[src/rtl/pwm_timer_ctrl.sv]
// Purpose : period counter, prescaler, shadow/active compare-maxval-deadtime
//           registers, break path and update interrupt for the PWM generator.
// Latency : register writes visible next cycle; pwm/pwmn gating is combinational.
// Backpressure: none; every write is accepted in the cycle its strobe is high.
//
// Ports:
//   clk, reset         clock and synchronous active-high reset
//   we, addr, wdata    register write port (one cycle per write)
//   rdata              combinational readback of the register at addr
//   brk                level-sensitive break request
//   pwm_in, pwmn_in    raw generator outputs
//   count, compare,
//   maxval, value      drive the generator
//   pwm_out, pwmn_out  generator outputs gated by the output enable
//   irq                sticky update-event flag (UIF)
module pwm_timer_ctrl (
  input  logic        clk,
  input  logic        reset,
  input  logic        we,
  input  logic [2:0]  addr,
  input  logic [31:0] wdata,
  output logic [31:0] rdata,
  input  logic        brk,
  input  logic        pwm_in,
  input  logic        pwmn_in,
  output logic [31:0] count,
  output logic [31:0] compare,
  output logic [31:0] maxval,
  output logic [7:0]  value,
  output logic        pwm_out,
  output logic        pwmn_out,
  output logic        irq
);

  typedef enum logic [1:0] {
    ST_IDLE = 2'd0,
    ST_RUN  = 2'd1,
    ST_BRK  = 2'd2
  } state_t;

  state_t state;
  state_t state_nxt;

  logic        ctrl_en;
  logic        ctrl_arpe;
  logic        ctrl_opm;
  logic [31:0] arr_sh;
  logic [31:0] ccr_sh;
  logic [7:0]  dtg_sh;
  logic [15:0] psc;
  logic [15:0] psc_cnt;
  logic        uif;
  logic        brkf;
  logic        out_en;

  logic wr_ctrl;
  logic wr_arr;
  logic wr_ccr;
  logic wr_dtg;
  logic wr_psc;
  logic wr_status;
  logic counting;
  logic tick;
  logic upd;
  logic start;
  logic brk_clr_ok;

  assign wr_ctrl   = we && (addr == 3'd0);
  assign wr_arr    = we && (addr == 3'd1);
  assign wr_ccr    = we && (addr == 3'd2);
  assign wr_dtg    = we && (addr == 3'd3);
  assign wr_psc    = we && (addr == 3'd4);
  assign wr_status = we && (addr == 3'd5);

  // brk freezes the counter on the very edge it is seen, so it gates counting.
  assign counting   = (state == ST_RUN) && !brk;
  assign tick       = counting && (psc_cnt == psc);
  assign upd        = tick && (count >= maxval);
  assign start      = (state == ST_IDLE) && !brk && wr_ctrl && wdata[0];
  // BRKCLR only takes effect once the break source has gone away.
  assign brk_clr_ok = (state == ST_BRK) && !brk && wr_ctrl && wdata[3];

  always_ff @(posedge clk) begin
    if (reset) begin
      state <= ST_IDLE;
    end else begin
      state <= state_nxt;
    end
  end

  always_comb begin
    state_nxt = state;
    case (state)
      ST_IDLE: begin
        if (brk) begin
          state_nxt = ST_BRK;
        end else if (start) begin
          state_nxt = ST_RUN;
        end
      end
      ST_RUN: begin
        if (brk) begin
          state_nxt = ST_BRK;
        end else if ((wr_ctrl && !wdata[0]) || (upd && ctrl_opm)) begin
          state_nxt = ST_IDLE;
        end
      end
      ST_BRK: begin
        if (brk_clr_ok) begin
          state_nxt = wdata[0] ? ST_RUN : ST_IDLE;
        end
      end
      default: state_nxt = ST_IDLE;
    endcase
  end

  assign out_en   = (state == ST_RUN);
  assign pwm_out  = pwm_in & out_en;
  assign pwmn_out = pwmn_in & out_en;
  assign irq      = uif;

  always_ff @(posedge clk) begin
    if (reset) begin
      ctrl_en   <= 1'b0;
      ctrl_arpe <= 1'b0;
      ctrl_opm  <= 1'b0;
      arr_sh    <= 32'd0;
      ccr_sh    <= 32'd0;
      dtg_sh    <= 8'd0;
      psc       <= 16'd0;
      psc_cnt   <= 16'd0;
      count     <= 32'd0;
      maxval    <= 32'd0;
      compare   <= 32'd0;
      value     <= 8'd0;
      uif       <= 1'b0;
      brkf      <= 1'b0;
    end else begin
      // Control bits; one-pulse mode drops EN when the period ends.
      if (wr_ctrl) begin
        ctrl_en   <= wdata[0];
        ctrl_arpe <= wdata[1];
        ctrl_opm  <= wdata[2];
      end
      if (upd && ctrl_opm) begin
        ctrl_en <= 1'b0;
      end

      if (wr_arr) arr_sh <= wdata;
      if (wr_ccr) ccr_sh <= wdata;
      if (wr_dtg) dtg_sh <= wdata[7:0];
      if (wr_psc) psc    <= wdata[15:0];

      // Active registers: bulk load from shadows at start or on a preloaded
      // update event, otherwise direct write-through when preload is off.
      if (start || (upd && ctrl_arpe)) begin
        maxval  <= arr_sh;
        compare <= ccr_sh;
        value   <= dtg_sh;
      end else if (!ctrl_arpe) begin
        if (wr_arr) maxval  <= wdata;
        if (wr_ccr) compare <= wdata;
        if (wr_dtg) value   <= wdata[7:0];
      end

      if (start) begin
        count   <= 32'd0;
        psc_cnt <= 16'd0;
      end else if (counting) begin
        if (tick) begin
          psc_cnt <= 16'd0;
          // >= so a maxval lowered below count still wraps on the next tick.
          count   <= upd ? 32'd0 : count + 32'd1;
        end else begin
          psc_cnt <= psc_cnt + 16'd1;
        end
      end

      // A same-cycle update event beats a software clear.
      if (upd) begin
        uif <= 1'b1;
      end else if (wr_status && wdata[0]) begin
        uif <= 1'b0;
      end

      if (brk) begin
        brkf <= 1'b1;
      end else if (brk_clr_ok) begin
        brkf <= 1'b0;
      end
    end
  end

  // Reads return shadow values; BRKCLR always reads back as 0.
  always_comb begin
    rdata = 32'd0;
    case (addr)
      3'd0:    rdata = {29'd0, ctrl_opm, ctrl_arpe, ctrl_en};
      3'd1:    rdata = arr_sh;
      3'd2:    rdata = ccr_sh;
      3'd3:    rdata = {24'd0, dtg_sh};
      3'd4:    rdata = {16'd0, psc};
      3'd5:    rdata = {30'd0, brkf, uif};
      3'd6:    rdata = count;
      default: rdata = 32'd0;
    endcase
  end

endmodule

[config.mk]
export PLATFORM = sky130hd
export DESIGN_NAME = pwm_timer_ctrl
export DESIGN_NICKNAME = d
export VERILOG_FILES = /design/src/rtl/pwm_timer_ctrl.sv
export SDC_FILE = /design/constraint.sdc
export NUM_CORES = 1
export LEC_CHECK = 0
export CAP_MARGIN = 20
export CELL_PAD_IN_SITES_DETAIL_PLACEMENT = 1
export CELL_PAD_IN_SITES_GLOBAL_PLACEMENT = 1
export CORE_AREA = 3 3 169 171
export CTS_CLUSTER_DIAMETER = 60
export DETAILED_ROUTE_END_ITERATION = 6
export DIE_AREA = 0 0 172 174
export GPL_ROUTABILITY_DRIVEN = 0
export PLACE_DENSITY = 0.82
export REMOVE_ABC_BUFFERS = 1
export SYNTH_ARGS = -nofsm -noshare
export SYNTH_HDL_FRONTEND = slang
export SYNTH_SLANG_ARGS = --single-unit
[constraint.sdc]
create_clock -name clk -period 2.9 [get_ports clk]
set_input_delay 0.58 -clock clk [delete_from_list [all_inputs] [get_ports clk]]
set_output_delay 0.58 -clock clk [all_outputs]
set_load 0.03 [all_outputs]
==> impl_metrics.toml, run 1 <==
[worst_setup_path]
startpoint_type = "flip-flop"
rr_worst_depth = 12
critPathRequiredTime_ns = 3.28
ff2ff_setup_slack_ns = -0.34
crit_arrival_ns = 3.62
worstReg2RegEnd = "count[1]"
crit_path_end_kind = "flip-flop"
setup.worst_path.start = "maxval[30]"
worstReg2RegStart = "maxval[30]"
cp_max_fo = 4
crit_type = "reg -> reg"

[placed_design]
place_inst = 1856
place_ws_ns = -0.219
post-dp-hpwl_microns = 31200
port_buffers = 179

[yosys]
async_flop_share_pct = 0
synthFlopType = "dfxtp_1"
syn_area_sq_mm = 0.0111
ys_types = 60
ys_warn_count = 0
ys_seq_area_share_pct = 38.6
synth_enable_flop_cells = 0
syn-instance-count = 1295
avgSynthCellArea_sq_um = 8.60
yosys_register_bits = 215

[global_route]
grt_usage_pct = 31.7
use_met3_pct = 5.00
first_global_vias = 12790
globalRouteMet1Util_pct = 38.7
grt_pass1_wl_microns = 74700
grt_max_degree = 88
antenna_found_initial = 3
grt_overflow = 0
busiest_layer = "met2"
grtUsageMet2_pct = 53.1

[hold_path]
min_to = "compare[2]"
hold_path.class = "in -> reg"
hp-start = "reset"
whs_path_depth = 2

[route]
dr.first_iter.drc_count = 1253
antenna_left = 0
drcViolationCount = 0
viasPerCell = 6.35
num_vias = 12155
drtPass1Iterations = 5
routedWlPerCell_microns = 28.6
routed_wl_microns = 54700

[timing]
rsz0062_at_grt = "true"
skew_ns = 0.0145
setup_viol = 103
slew_viol_final = 0
fmax_mhz = 309
worst_hold_slack_ns = 0.334
fin_crit_ns = 3.24
worstMarginPinSlew_ns = 0.707
fin_crit_sh_pct = 112
worst_slack_ns = -0.338
timing.slew.headroom_pct = 52.8
hold_viol_final = 0

[die]
floorplan.initialDensity_pct = 41.2
die_height_microns = 174
ioPinCount = 180
dieArea_sq_mm = 0.0299
core_area_sq_mm = 0.0270
rows = 60
dieWidth_microns = 172

[clocking]
path_clk_slew_ns = 0.07
htreeDepth = 1
clk_latency_ns = 0.54
ctsHoldBuffers = 0
cts_root_buf = "clkbuf_16"
clkSinkCount = 215
cts_inserted_buffers = 26
cts_tree = "built"
cts_buffer_depth = 3

[power]
power_w = 0.00777
peakVddDrop_mv = 0.350
power_density_mw_per_mm2 = 499
leakagePower_nw = 5.64

[cells_and_area]
syn2layout_area_growth_pct = 39.7
fillCellCount = 3033
instances_no_fill = 1913
fin_nets = 1625
multi_input_area_sq_mm = 0.00636
final_cell_mix = "nand2_1 (239), dfxtp_1 (215), a21oi_1 (182)"
final_common_cell = "nand2_1"
drive_gt1_share_pct = 22.7
register_area_sq_mm = 0.00430

[status]
violations = "setup timing"
outcome = "finished, violations left"

[flow_run]
cap_violations = 0
[routing by layer]
metal | wire, microns | vias up | part of all wire, %
li1 | - | 5052 | -
met1 | 20100 | 5910 | 37
met2 | 25300 | 854 | 46
met3 | 4910 | 337 | 9.0
met4 | 4370 | 2 | 8.0
met5 | 13 | - | 0.024
[worst max path at each step]
| stage | end | slack (ns) | cells after the start |
|---|---|---|---|
| detailed placement | compare[28] | -0.22 | 9 |
| global route | count[1] | -0.41 | 11 |
| finish | count[1] | -0.34 | 12 |
| global placement | rdata[0] | -0.12 | 5 |
| floorplan | value[0] | -2.59 | 9 |
| CTS | rdata[3] | -0.01 | 10 |
[report_power, final]
group	switching [W]	internal, W
sequential	0.0000578	0.00301
clock	0.00143	0.00241
combinational	0.000518	0.000343
total	0.00201	0.00576
[sequential cells by signal, indices dropped and copies added, names as in the netlist]
| name | flops |
|---|---|
| arr_sh | 32 |
| brkf | 1 |
| ccr_sh | 32 |
| compare | 32 |
| count | 32 |
| ctrl_arpe | 1 |
| ctrl_en | 1 |
| ctrl_opm | 1 |
| dtg_sh | 8 |
| irq | 1 |
| maxval | 32 |
| psc | 16 |
| psc_cnt | 16 |
| state | 2 |
| value | 8 |
[layout make-up]
| cell class | count | area share, % |
|---|---|---|
| sequential | 215 | 27.7 |
| timing repair buffer | 326 | 21.3 |
| inverter | 42 | 1.01 |
| multi-input combinational | 939 | 40.9 |
| clock buffer | 31 | 4.63 |
| clock inverter | 17 | 1.79 |
| tap | 341 | 2.74 |
| antenna | 2 | 0.0322 |
[cell usage after synthesis, types with 2 or more instances]
library cell	number	area share [%]
nand2_1	239	8.1
dfxtp_1	215	39
a21oi_1	185	8.3
mux2i_1	90	8.1
a211oi_2	70	7.9
clkbuf_1	63	2.1
nor2_1	57	1.9
inv_1	42	1.4
ha_1	34	3.8
a22oi_1	31	2.1
o21ai_0	30	1.3
xnor2_1	30	2.4
xor2_1	20	1.6
nand3_1	17	0.76
buf_2	13	0.58
nand4_1	13	0.73
buf_1	12	0.40
o22ai_1	12	0.67
and3_1	9	0.51
or3_1	9	0.51
and2_1	8	0.45
buf_6	8	0.81
nor2_2	8	0.45
mux2_2	7	0.71
nor3_1	7	0.31
nor2b_1	6	0.34
a211oi_1	5	0.34
nor3_2	5	0.45
nor4_1	5	0.28
nand2b_1	4	0.22
and4_1	3	0.24
o21a_1	3	0.20
a21o_1	2	0.13
a221oi_1	2	0.16
buf_4	2	0.13
mux4_2	2	0.40
nand4_2	2	0.22
o221ai_1	2	0.16
or3b_4	2	0.20
[through the flow]
| step | TNS [ns] | cell area, sq um | utilization (%) |
|---|---|---|---|
| floorplan | -199.78 | 10700 | - |
| global placement | -4.55 | 14300 | 52.9 |
| detailed placement | -13.33 | 14300 | 52.9 |
| CTS | -0.0134 | 15300 | 56.8 |
| global route | -8.48 | 15600 | 57.5 |
| finish | -6.82 | 15600 | 57.6 |
[logic make-up after synthesis]
group                    count (synthesis)  share of synthesized area, %
AND/OR/NAND/NOR                        403                          16.4
multiplexers                            99                          9.20
adder cells (fa/ha/maj)                 34                          3.82
XOR/XNOR                                50                          3.93
AO/OA/AOI/OAI                          353                          22.4
buffers and inverters                  141                          5.61
flip-flops                             215                          38.6
[critical path: stages (launching register included)]
cell and delay, ns:
dfxtp_1 0.34, inv_1 0.05, ha_1 0.31, buf_4 0.16
a21oi_1 0.23, nand2_1 0.11, a221oi_2 0.35, o211ai_1 0.18
buf_4 0.21, nor2_1 0.21, buf_4 0.19, nand3_1 0.21
a21oi_1 0.54
[what timing repair did]
action	CTS	global route
cloned	0	2
gates resized for setup	11	28
endpoints found under the hold margin	0	0
pin swaps	4	7
buffers inserted	2	3
endpoints found under the setup margin	116	104
(Power assumes the default switching activity.)
==> inputs of run 2 (changes only) <==
==> constraint.sdc (replaced) <==
create_clock -name clk -period 3.3 [get_ports clk]
set_input_delay 0.66 -clock clk [delete_from_list [all_inputs] [get_ports clk]]
set_output_delay 0.66 -clock clk [all_outputs]
set_load 0.03 [all_outputs]
==> impl_metrics.toml, run 2 (synthesized netlist as in run 1, its figures left out) <==
[worst_setup_path]
critPathSlowestCell = "clkdlybuf4s50_1"
cp_max_fo = 25
critPathRequiredTime_ns = 2.64
worstReg2RegEnd = "maxval[27]"
worst_path_most_repeated_cell = "buf_12"
crit_chain = "clkdlybuf4s50_1 > buf_4 > nor2b_2 > buf_12 > a22oi_1 > o22ai_1 > buf_12"
ff2ff_setup_slack_ns = 0.25
rr_worst_depth = 10
worstReg2RegStart = "count[0]"
crit_path_end_kind = "output port"
startpoint_type = "input port"
crit_path_max_incr_delay_ns = 0.57
crit_arrival_ns = 2.61
crit_type = "in -> out"

[clocking]
clk_latency_ns = 0.53
cts_root_buf = "clkbuf_16"
clkSinkCount = 215
cts_tree = "built"
cts_buffer_depth = 3
postCtsSetupRepairBufs = 0
path_clk_slew_ns = 0.06
htreeDepth = 1
ctsHoldBuffers = 0
cts_resized = 0
cts_inserted_buffers = 25

[global_route]
busiest_layer = "met2"
grt_usage_pct = 28.0
globalRouteMet1Util_pct = 35.1
grt_max_degree = 100
first_global_vias = 11555
grt_pass1_wl_microns = 66500
antenna_found_initial = 1
grt_overflow = 0
grtUsageMet2_pct = 48.2
use_met3_pct = 4.48

[cells_and_area]
fillCellCount = 3112
syn2layout_area_growth_pct = 30.9
fin_nets = 1550
instances_no_fill = 1832
multi_input_area_sq_mm = 0.00624
register_area_sq_mm = 0.00430
fin_area_sq_mm = 0.0146
final_cell_mix = "nand2_1 (239), dfxtp_1 (215), a21oi_1 (185)"
drive_gt1_share_pct = 17.0
final_common_cell = "nand2_1"

[die]
die_height_microns = 174
dieArea_sq_mm = 0.0299
dieWidth_microns = 172
core_area_sq_mm = 0.0270
rows = 60
floorplan.initialDensity_pct = 41.2
ioPinCount = 180

[power]
power_w = 0.00620
leakagePower_nw = 5.10
pwr-share-seq_pct = 43.5
switching_share_pct = 25.2
internal_power_w = 0.00464
clkPwrFrac_pct = 46.3
comb_power_share_pct = 10.2
switching_power_w = 0.00156
power_density_mw_per_mm2 = 425
peakVddDrop_mv = 0.267

[timing]
slew_viol_final = 0
fin_crit_ns = 3.27
worstMarginPinSlew_ns = 0.818
timing.slew.headroom_pct = 45.5
fin_crit_sh_pct = 99.0
rsz0062_at_grt = "false"
fmax_mhz = 306
setup_viol = 0
fin_setup_tns_ns = 0
worst_hold_slack_ns = 0.391
skew_ns = 0.00660
hold_viol_final = 0

[route]
dr.first_iter.drc_count = 736
drcViolationCount = 0
viasPerCell = 5.91
antenna_left = 0
routedWlPerCell_microns = 23.5
num_vias = 10831
drtPass1Iterations = 5
routed_wl_microns = 43000

[placed_design]
place_area_sq_mm = 0.0137
post-dp-hpwl_microns = 29200
place_inst = 1789
port_buffers = 179

[hold_path]
min_to = "ccr_sh[3]"
hp-start = "reset"
whs_path_depth = 2
hold_path.class = "in -> reg"

[status]
outcome = "completed"

[flow_run]
cap_violations = 0
-- run 2: cell count changes in the layout (fill, tap and decap cells not counted), sizes merged, moves of 2 or more --
cell | previous run | this run
buf | 178 | 106
bufinv | 7 | 3
clkbuf | 33 | 36
clkdlybuf4s50 | 144 | 146
clkinv | 6 | 3
dlygate4sd2 | 2 | 0
inv | 45 | 42
-- run 2: final cells by class --
class / count / area share [%]
antenna: 1 / 0.0172
clock buffer: 36 / 4.98
clock inverter: 6 / 0.721
inverter: 42 / 1.08
multi-input combinational: 939 / 42.8
sequential: 215 / 29.5
tap: 341 / 2.93
timing repair buffer: 252 / 18.0
-- run 2: metal layers --
| layer | part of all wire [%] | up-vias | wire length, microns |
|---|---|---|---|
| li1 | - | 4894 | - |
| met3 | 6.6 | 113 | 2850 |
| met1 | 40 | 5416 | 17400 |
| met4 | 3.4 | 0 | 1440 |
| met2 | 50 | 408 | 21300 |
| met5 | 0 | - | 0 |
-- run 2: how the worst max path moves through the flow --
stage / endpoint / startpoint / cells past startpoint / slack (ns)
final: rdata[6] / addr[0] / 7 / 0.03
after global routing: rdata[6] / addr[0] / 7 / 0.03
after global placement: maxval[19] / addr[1] / 10 / -0.02
after CTS: rdata[6] / addr[0] / 7 / 0.04
after floorplan: value[0] / count[0] / 9 / -2.19
after detailed placement: maxval[6] / addr[1] / 10 / -0.04
-- run 2: power by group through the flow --
stage | Clock, W | Combinational (W) | Sequential [W]
final | 0.00287 | 0.000633 | 0.00269
after global routing | 0.00301 | 0.000666 | 0.00270
after CTS | 0.00288 | 0.000627 | 0.00269
after detailed placement | 0 | 0.000618 | 0.00275
after global placement | 0 | 0.000601 | 0.00275
after floorplan | 0 | 0.000229 | 0.00279
-- run 2: critical path, delay by kind of cell --
family          cells  cell delay [ns]
buf+inv             4             1.20
compound gates      2             0.52
simple gates        1             0.22
-- run 2: through the flow --
step           worst slack, ns  utilization [%]
5_1_grt                 0.0323             54.0
2_1_floorplan            -2.19                -
3_5_place_dp           -0.0439             50.9
4_1_cts                 0.0363             53.9
3_3_place_gp           -0.0153             50.9
6_report                0.0331             54.0
==> inputs of run 3 (changes only) <==
--- a/config.mk
+++ b/config.mk
@@ -13,7 +13,7 @@
 export DETAILED_ROUTE_END_ITERATION = 6
 export DIE_AREA = 0 0 172 174
 export GPL_ROUTABILITY_DRIVEN = 0
-export PLACE_DENSITY = 0.82
+export PLACE_DENSITY_LB_ADDON = 0.1
 export REMOVE_ABC_BUFFERS = 1
 export SYNTH_ARGS = -nofsm -noshare
 export SYNTH_HDL_FRONTEND = slang
==> impl_metrics.toml, run 3 (synthesized netlist as in run 1, its figures left out) <==
[flow_run]
cap_violations = 0

[die]
core_area_sq_mm = 0.0270
floorplan.initialDensity_pct = 41.2
rows = 60
ioPinCount = 180
dieArea_sq_mm = 0.0299
die_height_microns = 174
dieWidth_microns = 172

[power]
peakVddDrop_mv = 0.314
clkPwrFrac_pct = 47.7
pwr-share-seq_pct = 42.6
switching_power_w = 0.00159
internal_power_w = 0.00474
switching_share_pct = 25.1
leakagePower_nw = 5.11
power_density_mw_per_mm2 = 433
comb_power_share_pct = 9.7
power_w = 0.00633

[worst_setup_path]
crit_path_max_incr_delay_ns = 0.47
crit_family = "buffers and inverters"
crit_arrival_ns = 2.56
worst_path_most_repeated_cell = "buf_4"
crit_chain = "clkdlybuf4s50_1 > buf_4 > buf_4 > nand2b_1 > o22ai_1 > buf_12"
critPathSlowestCell = "clkdlybuf4s50_1"
startpoint_type = "input port"
cp_max_fo = 14
critPathRequiredTime_ns = 2.64
worst-path-buf-inv = 4
crit_type = "in -> out"
crit_path_end_kind = "output port"

[route]
top_layer = "met4"
met3WireLength_microns = 1720
wl_met1_microns = 18900
routedWlPerCell_microns = 21.8
num_vias = 10359
dr.first_iter.drc_count = 688
routed-wl-met2_microns = 18800
viasPerCell = 5.65
drtPass1Iterations = 5
antenna_left = 0
routed_wl_microns = 39900
drcViolationCount = 0

[clocking]
clkSinkCount = 215
cts_buffer_depth = 3
postCtsSetupRepairBufs = 0
path_clk_slew_ns = 0.06
clk_latency_ns = 0.54
cts_tree = "built"
htreeDepth = 1
cts_root_buf = "clkbuf_16"
cts_inserted_buffers = 26

[placed_design]
post-dp-hpwl_microns = 27100
port_buffers = 179
place_inst = 1785
place_ws_ns = 0.0785

[cells_and_area]
final_cell_mix = "nand2_1 (239), dfxtp_1 (215), a21oi_1 (185)"
drive_gt1_share_pct = 16.9
diodes = 0
syn2layout_area_growth_pct = 31.2
instances_no_fill = 1833
final_common_cell = "nand2_1"
fin_util_pct = 54.1
fin_nets = 1547

[global_route]
first_global_vias = 10663
grt_pass1_wl_microns = 62100
grt_overflow = 0
grt_usage_pct = 26.1
antenna_found_initial = 0
grt_max_degree = 98

[timing]
skew_ns = 0.0120
fmax_mhz = 310
setup_viol = 0
fin_crit_sh_pct = 97.7
slew_viol_final = 0
timing.slew.headroom_pct = 48.1
fin_crit_ns = 3.22
worstMarginPinSlew_ns = 0.777
worst_slack_ns = 0.0770
hold_viol_final = 0
rsz0062_at_grt = "false"
worst_hold_slack_ns = 0.474

[hold_path]
hold_path.class = "reg -> reg"

[status]
outcome = "completed"
run 3: path summary, 6_finish.rpt:
path / from / to / slack [ns] / cells after the start
max: addr[0] / rdata[6] / 0.08 / 6
min: arr_sh[12] / arr_sh[12] / 0.47 / 2
max reg2reg: count[30] / compare[21] / 0.25 / 10
min reg2reg: arr_sh[12] / arr_sh[12] / 0.47 / 2
run 3: worst reg2reg max path, stage by stage, from the launching register on:
cell      delay [ns]
dfxtp_1         0.47
ha_1            0.32
nand4_1         0.18
nor4_1          0.09
buf_4           0.16
a221oi_1        0.33
o211ai_1        0.34
o211ai_4        0.35
and2_4          0.23
buf_12          0.27
a211oi_2        0.20
run 3: area by class of cell:
| cell class | count | area, sq um |
|---|---|---|
| flip-flops and latches | 215 | 4300 |
| fillers | 3116 | 12400 |
| multi-input cells | 939 | 6230 |
| clock buffers | 40 | 773 |
| clock inverters | 8 | 130 |
| repair buffers | 248 | 2580 |
| well taps | 341 | 427 |
| inverters | 42 | 158 |
run 3: repair_timing:
item,4_1_cts,5_1_grt
endpoints found under the setup margin,0,27
resized for setup,0,1
hold buffers,0,0
run 3: power by group through the flow:
stage          clock network [W]  registers, W  logic, W
2_1_floorplan                  0       0.00279  0.000229
3_3_place_gp                   0       0.00275  0.000604
3_5_place_dp                   0       0.00275  0.000613
4_1_cts                  0.00306       0.00269  0.000618
5_1_grt                  0.00318       0.00270  0.000659
6_report                 0.00302       0.00269  0.000617
run 3: metal layers:
layer / up-vias / GRT usage [%]
met4: 0 / 4.39
met2: 249 / 43.0
met1: 5163 / 37.0
met3: 45 / 3.21
met5: - / 0
li1: 4902 / -
run 3: stage by stage:
stage	setup TNS (ns)	instance area (sq um)
2_1_floorplan	-156.93	10700
3_5_place_dp	0	13700
6_report	0	14600
3_3_place_gp	0	13700
5_1_grt	0	14600
4_1_cts	0	14600
